## src/rtl/instr_encoder_loader.sv

```systemverilog
// instr_encoder_loader: encodes symbolic Mini-MIPS instruction requests into
// 32-bit words, queues them in a small FIFO and writes them sequentially into
// instruction memory under control of a start/run/done FSM.
// Optional build macro: ENC_CHECK_EN enables illegal-field detection and the
// sticky err flag; without it every request is encoded as given and err is 0.
module instr_encoder_loader #(
  parameter int FIFO_DEPTH = 4,
  parameter int ADDR_W     = 32,
  parameter int CNT_W      = 16
) (
  input  logic              clk,
  input  logic              rst,
  input  logic              start,
  input  logic [ADDR_W-1:0] base_addr,
  input  logic [CNT_W-1:0]  word_count,
  input  logic              in_valid,
  output logic              in_ready,
  input  logic [3:0]        in_op,
  input  logic [4:0]        in_rs,
  input  logic [4:0]        in_rt,
  input  logic [4:0]        in_rd,
  input  logic [4:0]        in_shamt,
  input  logic [25:0]       in_imm,
  output logic              imem_we,
  output logic [ADDR_W-1:0] imem_addr,
  output logic [31:0]       imem_wdata,
  input  logic              imem_ready,
  output logic              busy,
  output logic              done,
  output logic              err
);

  localparam int PTR_W = $clog2(FIFO_DEPTH);
  localparam logic [PTR_W:0] FULL_CNT = (PTR_W+1)'(FIFO_DEPTH);

  typedef enum logic [1:0] {
    S_IDLE,
    S_RUN,
    S_DONE
  } state_t;

  state_t state, state_next;

  logic [31:0]       enc_word;
  logic              illegal;
  logic [31:0]       fifo_mem [FIFO_DEPTH];
  logic [PTR_W-1:0]  wr_ptr;
  logic [PTR_W-1:0]  rd_ptr;
  logic [PTR_W:0]    fifo_cnt;
  logic              fifo_full;
  logic              fifo_empty;
  logic [ADDR_W-1:0] addr_q;
  logic [CNT_W-1:0]  remaining_acc;
  logic [CNT_W-1:0]  remaining_wr;
  logic              start_ok;
  logic              accept;
  logic              push;
  logic              pop;

  function automatic logic [31:0] r_type(input logic [4:0] rs, input logic [4:0] rt,
                                         input logic [4:0] rd, input logic [4:0] sh,
                                         input logic [5:0] funct);
    return {6'b000000, rs, rt, rd, sh, funct};
  endfunction

  // Field encoder: maps the op code and fields onto the 32-bit instruction word
  always_comb begin
    enc_word = 32'h0;
    case (in_op)
      4'd0:  enc_word = r_type(in_rs, in_rt, in_rd, in_shamt, 6'b100000);
      4'd1:  enc_word = r_type(in_rs, in_rt, in_rd, in_shamt, 6'b100010);
      4'd2:  enc_word = r_type(in_rs, in_rt, in_rd, in_shamt, 6'b100100);
      4'd3:  enc_word = r_type(in_rs, in_rt, in_rd, in_shamt, 6'b100101);
      4'd4:  enc_word = r_type(in_rs, in_rt, in_rd, in_shamt, 6'b100110);
      4'd5:  enc_word = r_type(in_rs, in_rt, in_rd, in_shamt, 6'b100111);
      4'd6:  enc_word = r_type(in_rs, in_rt, in_rd, in_shamt, 6'b000000);
      4'd7:  enc_word = r_type(in_rs, in_rt, in_rd, in_shamt, 6'b000010);
      4'd8:  enc_word = r_type(in_rs, in_rt, in_rd, in_shamt, 6'b000011);
      4'd9:  enc_word = r_type(in_rs, in_rt, in_rd, in_shamt, 6'b101010);
      4'd10: enc_word = r_type(in_rs, in_rt, in_rd, in_shamt, 6'b101001);
      4'd11: enc_word = {6'b001000, in_rs, in_rt, in_imm[15:0]};
      4'd12: enc_word = {6'b100011, in_rs, in_rt, in_imm[15:0]};
      4'd13: enc_word = {6'b101011, in_rs, in_rt, in_imm[15:0]};
      4'd14: enc_word = {6'b000100, in_rs, in_rt, in_imm[15:0]};
      default: enc_word = {6'b000010, in_imm[25:0]};
    endcase
  end

`ifdef ENC_CHECK_EN
  // Field legality: non-shift R-types must not carry a shift amount, shifts must not use rs
  always_comb begin
    illegal = 1'b0;
    if ((in_op <= 4'd5) || (in_op == 4'd9) || (in_op == 4'd10))
      illegal = (in_shamt != 5'd0);
    else if ((in_op >= 4'd6) && (in_op <= 4'd8))
      illegal = (in_rs != 5'd0);
  end
`else
  assign illegal = 1'b0;
`endif

  assign fifo_full  = (fifo_cnt == FULL_CNT);
  assign fifo_empty = (fifo_cnt == '0);
  assign start_ok   = start && ((state == S_IDLE) || (state == S_DONE));
  assign in_ready   = (state == S_RUN) && !fifo_full && (remaining_acc != '0);
  assign accept     = in_valid && in_ready;
  assign push       = accept && !illegal;
  assign imem_we    = !fifo_empty;
  assign pop        = imem_we && imem_ready;
  assign imem_addr  = addr_q;
  assign imem_wdata = fifo_empty ? 32'h0 : fifo_mem[rd_ptr];
  assign busy       = (state == S_RUN);
  assign done       = (state == S_DONE);

  // FSM state register
  always_ff @(posedge clk) begin
    if (rst) state <= S_IDLE;
    else     state <= state_next;
  end

  // Next-state logic: start is only honoured outside RUN; RUN ends on the final write
  always_comb begin
    state_next = state;
    case (state)
      S_IDLE, S_DONE: begin
        if (start) state_next = (word_count == '0) ? S_DONE : S_RUN;
      end
      S_RUN: begin
        if (pop && (remaining_wr == CNT_W'(1))) state_next = S_DONE;
      end
      default: state_next = S_IDLE;
    endcase
  end

  // FIFO storage: data is not reset, the pointers define what is valid
  always_ff @(posedge clk) begin
    if (push) fifo_mem[wr_ptr] <= enc_word;
  end

  // FIFO pointers and occupancy; a reset drops everything still queued
  always_ff @(posedge clk) begin
    if (rst) begin
      wr_ptr   <= '0;
      rd_ptr   <= '0;
      fifo_cnt <= '0;
    end else begin
      if (push) wr_ptr <= wr_ptr + PTR_W'(1);
      if (pop)  rd_ptr <= rd_ptr + PTR_W'(1);
      case ({push, pop})
        2'b10:   fifo_cnt <= fifo_cnt + (PTR_W+1)'(1);
        2'b01:   fifo_cnt <= fifo_cnt - (PTR_W+1)'(1);
        default: fifo_cnt <= fifo_cnt;
      endcase
    end
  end

  // Write address and the two word counters (accepted vs. written)
  always_ff @(posedge clk) begin
    if (rst) begin
      addr_q        <= '0;
      remaining_acc <= '0;
      remaining_wr  <= '0;
    end else if (start_ok) begin
      addr_q        <= base_addr;
      remaining_acc <= word_count;
      remaining_wr  <= word_count;
    end else begin
      if (push) remaining_acc <= remaining_acc - CNT_W'(1);
      if (pop) begin
        addr_q       <= addr_q + ADDR_W'(4);
        remaining_wr <= remaining_wr - CNT_W'(1);
      end
    end
  end

`ifdef ENC_CHECK_EN
  // Sticky error flag, cleared by reset or by the next honoured start
  always_ff @(posedge clk) begin
    if (rst)                    err <= 1'b0;
    else if (start_ok)          err <= 1'b0;
    else if (accept && illegal) err <= 1'b1;
  end
`else
  assign err = 1'b0;
`endif

endmodule

```

## config.mk

```make
export PLATFORM = sky130hd
export DESIGN_NAME = instr_encoder_loader
export DESIGN_NICKNAME = d
export VERILOG_FILES = /design/src/rtl/instr_encoder_loader.sv
export SDC_FILE = /design/constraint.sdc
export NUM_CORES = 1
export LEC_CHECK = 0
export CORE_AREA = 2 2 198 161
export CTS_CLUSTER_SIZE = 8
export DETAILED_ROUTE_END_ITERATION = 8
export DIE_AREA = 0 0 200 163
export GPL_ROUTABILITY_DRIVEN = 1
export PLACE_DENSITY = 0.48
export SYNTH_ARGS = -nofsm -noshare
export SYNTH_HDL_FRONTEND = slang
export SYNTH_SLANG_ARGS = --single-unit
```

## constraint.sdc

```tcl
create_clock -name clk -period 4.2 [get_ports clk]
set_clock_uncertainty 0.05 [all_clocks]
set_input_delay 1.26 -clock clk [delete_from_list [all_inputs] [get_ports clk]]
set_output_delay 1.26 -clock clk [all_outputs]
set_load 0.02 [all_outputs]
```

Yosys cells after proc, flatten, opt, wreduce, memory -nomap -nowiden
Memories as Yosys holds them, arrays and structs flattened. A register that Yosys moved wholly into a read port is not among the register bits. Cells that the tools add are included.

$add $sub $neg: 7. Equality and inequality tests: 22. Muxes and demuxes: 17. Reduce and logical (&&, ||, !) cells: 19.

Operator list (number): $pmux 32 s15 (1); $mux 32 (3); $mux 16 (4); $add 32x3->32 const B (1); $sub 16x1->16 const B (2); $eq 4x4->1 const B (7); $eq 16x1->1 const B (1); $eq 4x3->1 const B (4); $logic_not 16->1 (1); $reduce_bool 16->1 (1); $mux 2 (5); $eq 4x2->1 const B (2); $logic_and 1x1->1 (6); $pmux 3 s2 (1); $reduce_bool 2->1 (3); $add 2x1->2 const B (2); $eq 2x1->1 const B (2); $eq 2x2->1 const B (2); $eq 4x1->1 const B (1); $logic_not 4->1 (1); $pmux 2 s2 (1); $add 3x1->3 const B (1); $eq 3x3->1 const B (1); $logic_not 3->1 (1); 9 further kinds (11).

Register bits after elaboration: 73. Bits in writable memories: 128. Bits of input ports: 103. Output and inout bits: 69. Word-level logic and storage cells: 73. Memories: 1.

Memories: fifo_mem (words 4, width 32, read ports 1, clocked after memory_dff 1, wr ports 1, RTL line 46) `logic [31:0] fifo_mem [FIFO_DEPTH];`.

Logic depth before layout (Yosys ltp)
Depth in word-level cells: 7. Mapped depth: 12. Gate-level depth less buffers: 12.

Worst setup path before layout
OpenSTA, ideal clock, no wires.

Kind: input -> register. Start point: input port imem_ready. End point: register fifo_cnt[2]. Library setup time: 0.070 ns. Data arrival time: 3.051 ns. Path slack: 1.029 ns. Stages on the path: 9. Buffers on the path: 1. Cell sequence: o31ai_2 > inv_1 > clkbuf_1 > ha_1 > inv_1 > fa_1 > xor2_1 > or3_1 > a21oi_1.

Cells in the longest elaborated chain, start to end: 3. Elaborated cells between the ends (all ways): 5. Those cells by class: eq/ne (2); mux (1); reduce/logical (2).

RTL lines: start, declared (RTL line 27) `input logic imem_ready,`; $logic_and 1x1->1 (*) (RTL line 109) `assign pop = imem_we && imem_ready;`; net pop (RTL line 58) `logic pop;`; $eq 2x1->1 or $eq 2x2->1 (tied branches) (RTL line 149) `case ({push, pop})`; $pmux 3 s2 or $reduce_bool 2->1 (tied branches); end signal, assigned (RTL line 150) `2'b10: fifo_cnt <= fifo_cnt + (PTR_W+1)'(1);`; end signal, assigned (RTL line 151) `2'b01: fifo_cnt <= fifo_cnt - (PTR_W+1)'(1);`; end signal, assigned (RTL line 152) `default: fifo_cnt <= fifo_cnt;`; end, declared (RTL line 49) `logic [PTR_W:0] fifo_cnt;`.

The timed path passes the listed nets; every way through them passes the cells marked *. A chain may end at the register's enable or synchronous reset.

Final worst setup path
Start point: register fifo_cnt[2]. End point: output port imem_wdata[4].

Cells in the longest elaborated chain, start to end: 2.

RTL lines: $logic_not 3->1 (RTL line 103) `assign fifo_empty = (fifo_cnt == '0);`; $mux 32 (RTL line 111) `assign imem_wdata = fifo_empty ? 32'h0 : fifo_mem[rd_ptr];`; end, declared (RTL line 26) `output logic [31:0] imem_wdata,`.

Every way passes these cells.

==> impl_metrics.csv <==
group,metric,value,unit
clock_tree,clk_pin_slew,90,ps
placed_design,dp_hpwl,16200,um
synth,synth_flop_cell,"edfxtp_1",
worst_hold_path,min_path_type,"flop to flop",
placed_design,io_buffers,169,
worst_setup_path,crit_path_end_kind,"output port",
cells_and_area,drive_above_1_share,0.127,
worst_setup_path,arrival,2620,ps
clock_tree,clkLatencyLatePin,440,ps
routing,dr_wl_met3,1470,um
global_route,antenna_found_initial,3,
clock_tree,h-tree-depth,4,
timing,worst_pin_slew,958,ps
floorplan,coreArea,0.0308,sq mm
worst_setup_path,crit_slowest_cell,"nor3_1",
global_route,grt_usage,0.146,
routing,routedWlPerCell,17.4,um
synth,synth_edf_count,120,
global_route,grt_pass1_wl,36400,um
floorplan,die-area,0.0326,sq mm
cells_and_area,nets,1024,
floorplan,die_width,200,um
timing,maxSlewViolCount,0,
cells_and_area,area_delta_synth_final,31.4,%
routing,drtPass1Iterations,4,
synth,synth_area_per_cell,12.1,sq um
clock_tree,ctsResizeCount,0,
global_route,gr-total-overflow,0,
worst_setup_path,timing_worst_setup_path_type,"flop to output port",
clock_tree,cts_tree,"built",
timing,fmax,255,MHz
floorplan,core.rowCount,58,
worst_setup_path,cp_num_buf_inv,3,
clock_tree,cts_hold_buffers,0,
clock_tree,cts_setup_buffers,0,
timing,relSlewSlack,0.361,
worst_setup_path,required,2890,ps
clock_tree,cts_buffers,17,
cells_and_area,ff_latch_area,0.00511,sq mm
clock_tree,cts-root-buf,"clkbuf_16",
synth,yosysWarnings,0,
timing,setup_viol_count_final,0,
cells_and_area,multi_input_area,0.00375,sq mm
worst_setup_path,critPathMaxStageDelay,680,ps
cells_and_area,insertedDiodeCount,0,
power,p_leak,3.90,nW
floorplan,start_util,0.295,
routing,wl_met1,11500,um
power,power,5.57,mW
flow_run,cap_violations,0,
synth,synth.distinct_cells,66,
clock_tree,clk_path_buf_depth,2,
worst_setup_path,cp_max_fo,31,
timing,rsz0062_at_grt,"no",
power,p_per_area,467,mW/mm^2
routing,avgViaCountPerCell,4.74,
timing,finalCritPeriodShare,0.935,
cells_and_area,fill_cells,3039,
worst_setup_path,cp_top_family,"buffers and inverters",
power,peakVddDrop,329,uV
routing,wirelength,23400,um
synth,ys_seq_area_frac,0.562,
routing,drt_iter0_markers,360,
routing,maxUsedRoutingLayer,"met5",
status,run_status,"complete, no violations",
timing,tns,0,ps
synth,syn_area,0.00909,sq mm
synth,async_flop_share,0,
synth,yosys_register_bits,195,
worst_setup_path,start_kind,"flop",
floorplan,die_y,163,um
global_route,grt_max_degree,54,
routing,num_vias,6364,
placed_design,finalWeightedCongestion,0.759,
worst_setup_path,crit_path_cell_trace,"nor3_1 > inv_1 > buf_4 > and2_1 > clkdlybuf4s50_1",
synth,synth_cells,749,
cells_and_area,utilization,0.387,
timing,layout_min_cycle_time,3930,ps
floorplan,pin_count,172,
clock_tree,clock_sink_count,195,
timing,finalHoldViolCount,0,
routing,drc_errors,0,
global_route,grt_pass1_vias,6320,
routing,antenna_left,0,
routing,dr_wl_met2,10200,um
==> final timing paths <==
path | start | endpoint | slack, ps | depth (start not counted)
min | imem_addr[1] | imem_addr[1] | 420 | 2
max | fifo_cnt[2] | imem_wdata[4] | 270 | 5
max reg2reg | remaining_acc[4] | fifo_cnt[2] | 1240 | 10
min reg2reg | imem_addr[1] | imem_addr[1] | 420 | 2
==> tightest hold or removal path, cell delays in order, from the launching register on <==
cell and delay [ps]:
dfxtp_1 320, nand2_1 50, a21oi_1 50
==> layout by cell type (no fill, tap or decap), types with 4 or more instances in the layout <==
cell type        netlist  routed
a21oi_1               24      24
o211ai_1               6       6
inv_12                 0       6
o21ai_0                9       9
nand4b_1               4       4
clkinv_8               0       4
nand3_1               26      26
nor2_1                59      59
nor4b_1                4       4
dfxtp_1               75      74
nor2b_1                5       5
xor2_1                29      29
nand2_1               55      55
a22oi_1                4       4
nor3_1                 9       9
and4_1                 6       6
clkbuf_16              0      17
nand2b_1               6       5
xnor2_1               20      20
a31oi_1               11      11
a211oi_1              33      33
or3_1                  4       4
mux4_2                30      30
nand4_1               12      12
buf_4                  3      13
nor4_1                14      14
and2_1                36      36
ha_1                   9       9
or4_1                  6       6
inv_1                 17      17
and3_1                 5       5
edfxtp_1             120     120
clkdlybuf4s50_1        0     168
mux2_2                20      20
==> sequential cells by signal (all words and copies together), names as in the netlist, named ones only <==
signal         flops
wr_ptr             2
imem_addr         32
remaining_wr      16
fifo_cnt           3
fifo_mem         120
remaining_acc     16
state              2
rd_ptr             2
==> synth_stat cells, types with 3 or more instances <==
| master | n | share of area |
|---|---|---|
| edfxtp_1 | 120 | 0.40 |
| dfxtp_1 | 75 | 0.17 |
| nor2_1 | 59 | 0.024 |
| nand2_1 | 55 | 0.023 |
| and2_1 | 36 | 0.025 |
| a211oi_1 | 33 | 0.027 |
| clkbuf_1 | 33 | 0.014 |
| mux4_2 | 30 | 0.074 |
| xor2_1 | 29 | 0.028 |
| nand3_1 | 26 | 0.014 |
| a21oi_1 | 24 | 0.013 |
| mux2_2 | 20 | 0.025 |
| xnor2_1 | 20 | 0.019 |
| inv_1 | 17 | 0.0070 |
| nor4_1 | 14 | 0.0096 |
| nand4_1 | 12 | 0.0083 |
| a31oi_1 | 11 | 0.0076 |
| ha_1 | 9 | 0.012 |
| nor3_1 | 9 | 0.0050 |
| o21ai_0 | 9 | 0.0050 |
| and4_1 | 6 | 0.0058 |
| nand2b_1 | 6 | 0.0041 |
| o211ai_1 | 6 | 0.0050 |
| or4_1 | 6 | 0.0050 |
| and3_1 | 5 | 0.0034 |
| nor2b_1 | 5 | 0.0034 |
| a22oi_1 | 4 | 0.0033 |
| buf_2 | 4 | 0.0022 |
| nand4b_1 | 4 | 0.0039 |
| nor4b_1 | 4 | 0.0039 |
| or3_1 | 4 | 0.0028 |
| buf_1 | 3 | 0.0012 |
| buf_4 | 3 | 0.0025 |
| o22ai_1 | 3 | 0.0021 |
| o311ai_0 | 3 | 0.0029 |
| or2_2 | 3 | 0.0021 |
| or3b_1 | 3 | 0.0029 |
==> cells by family after synthesis <==
group,Yosys count,synth area share
AOI/OAI and AO/OA,106,0.0786
xor gates and xnor gates,49,0.0472
adders and majority gates,10,0.0146
buffers and inverters,62,0.0274
DFF,195,0.562
muxes,53,0.103
other,1,0.000413
and+or+nand+nor,273,0.168
==> power by group <==
group	leakage, nW	switching, mW	internal [mW]
logic	1.88	0.789	0.768
registers	1.71	0.123	2.14
clock network	0.312	0.901	0.850
total	3.90	1.81	3.76
==> per-stage QoR <==
step,setup WS [ps],hold slack (ps),cells,cell area (sq um)
after global placement,600,399,1312,11300
after floorplan,1030,419,750,9090
after detailed placement,578,406,1312,11300
after global routing,76.2,440,1344,11900
final,273,416,1344,11900
after CTS,186,418,1344,11900
==> final cells by class <==
type	count	area share
repair buffers	185	0.154
well taps	420	0.0440
clock buffers	17	0.0356
multi-input cells	493	0.314
flip-flops and latches	195	0.428
inverters	19	0.00597
clock inverters	15	0.0186
==> per-layer routing <==
layer,vias up,track usage
li1,3138,-
met1,3064,0.208
met2,146,0.221
met3,14,0.0398
met4,2,0.0303
met5,-,0
Note: power is estimated with default switching activity, not from simulation.
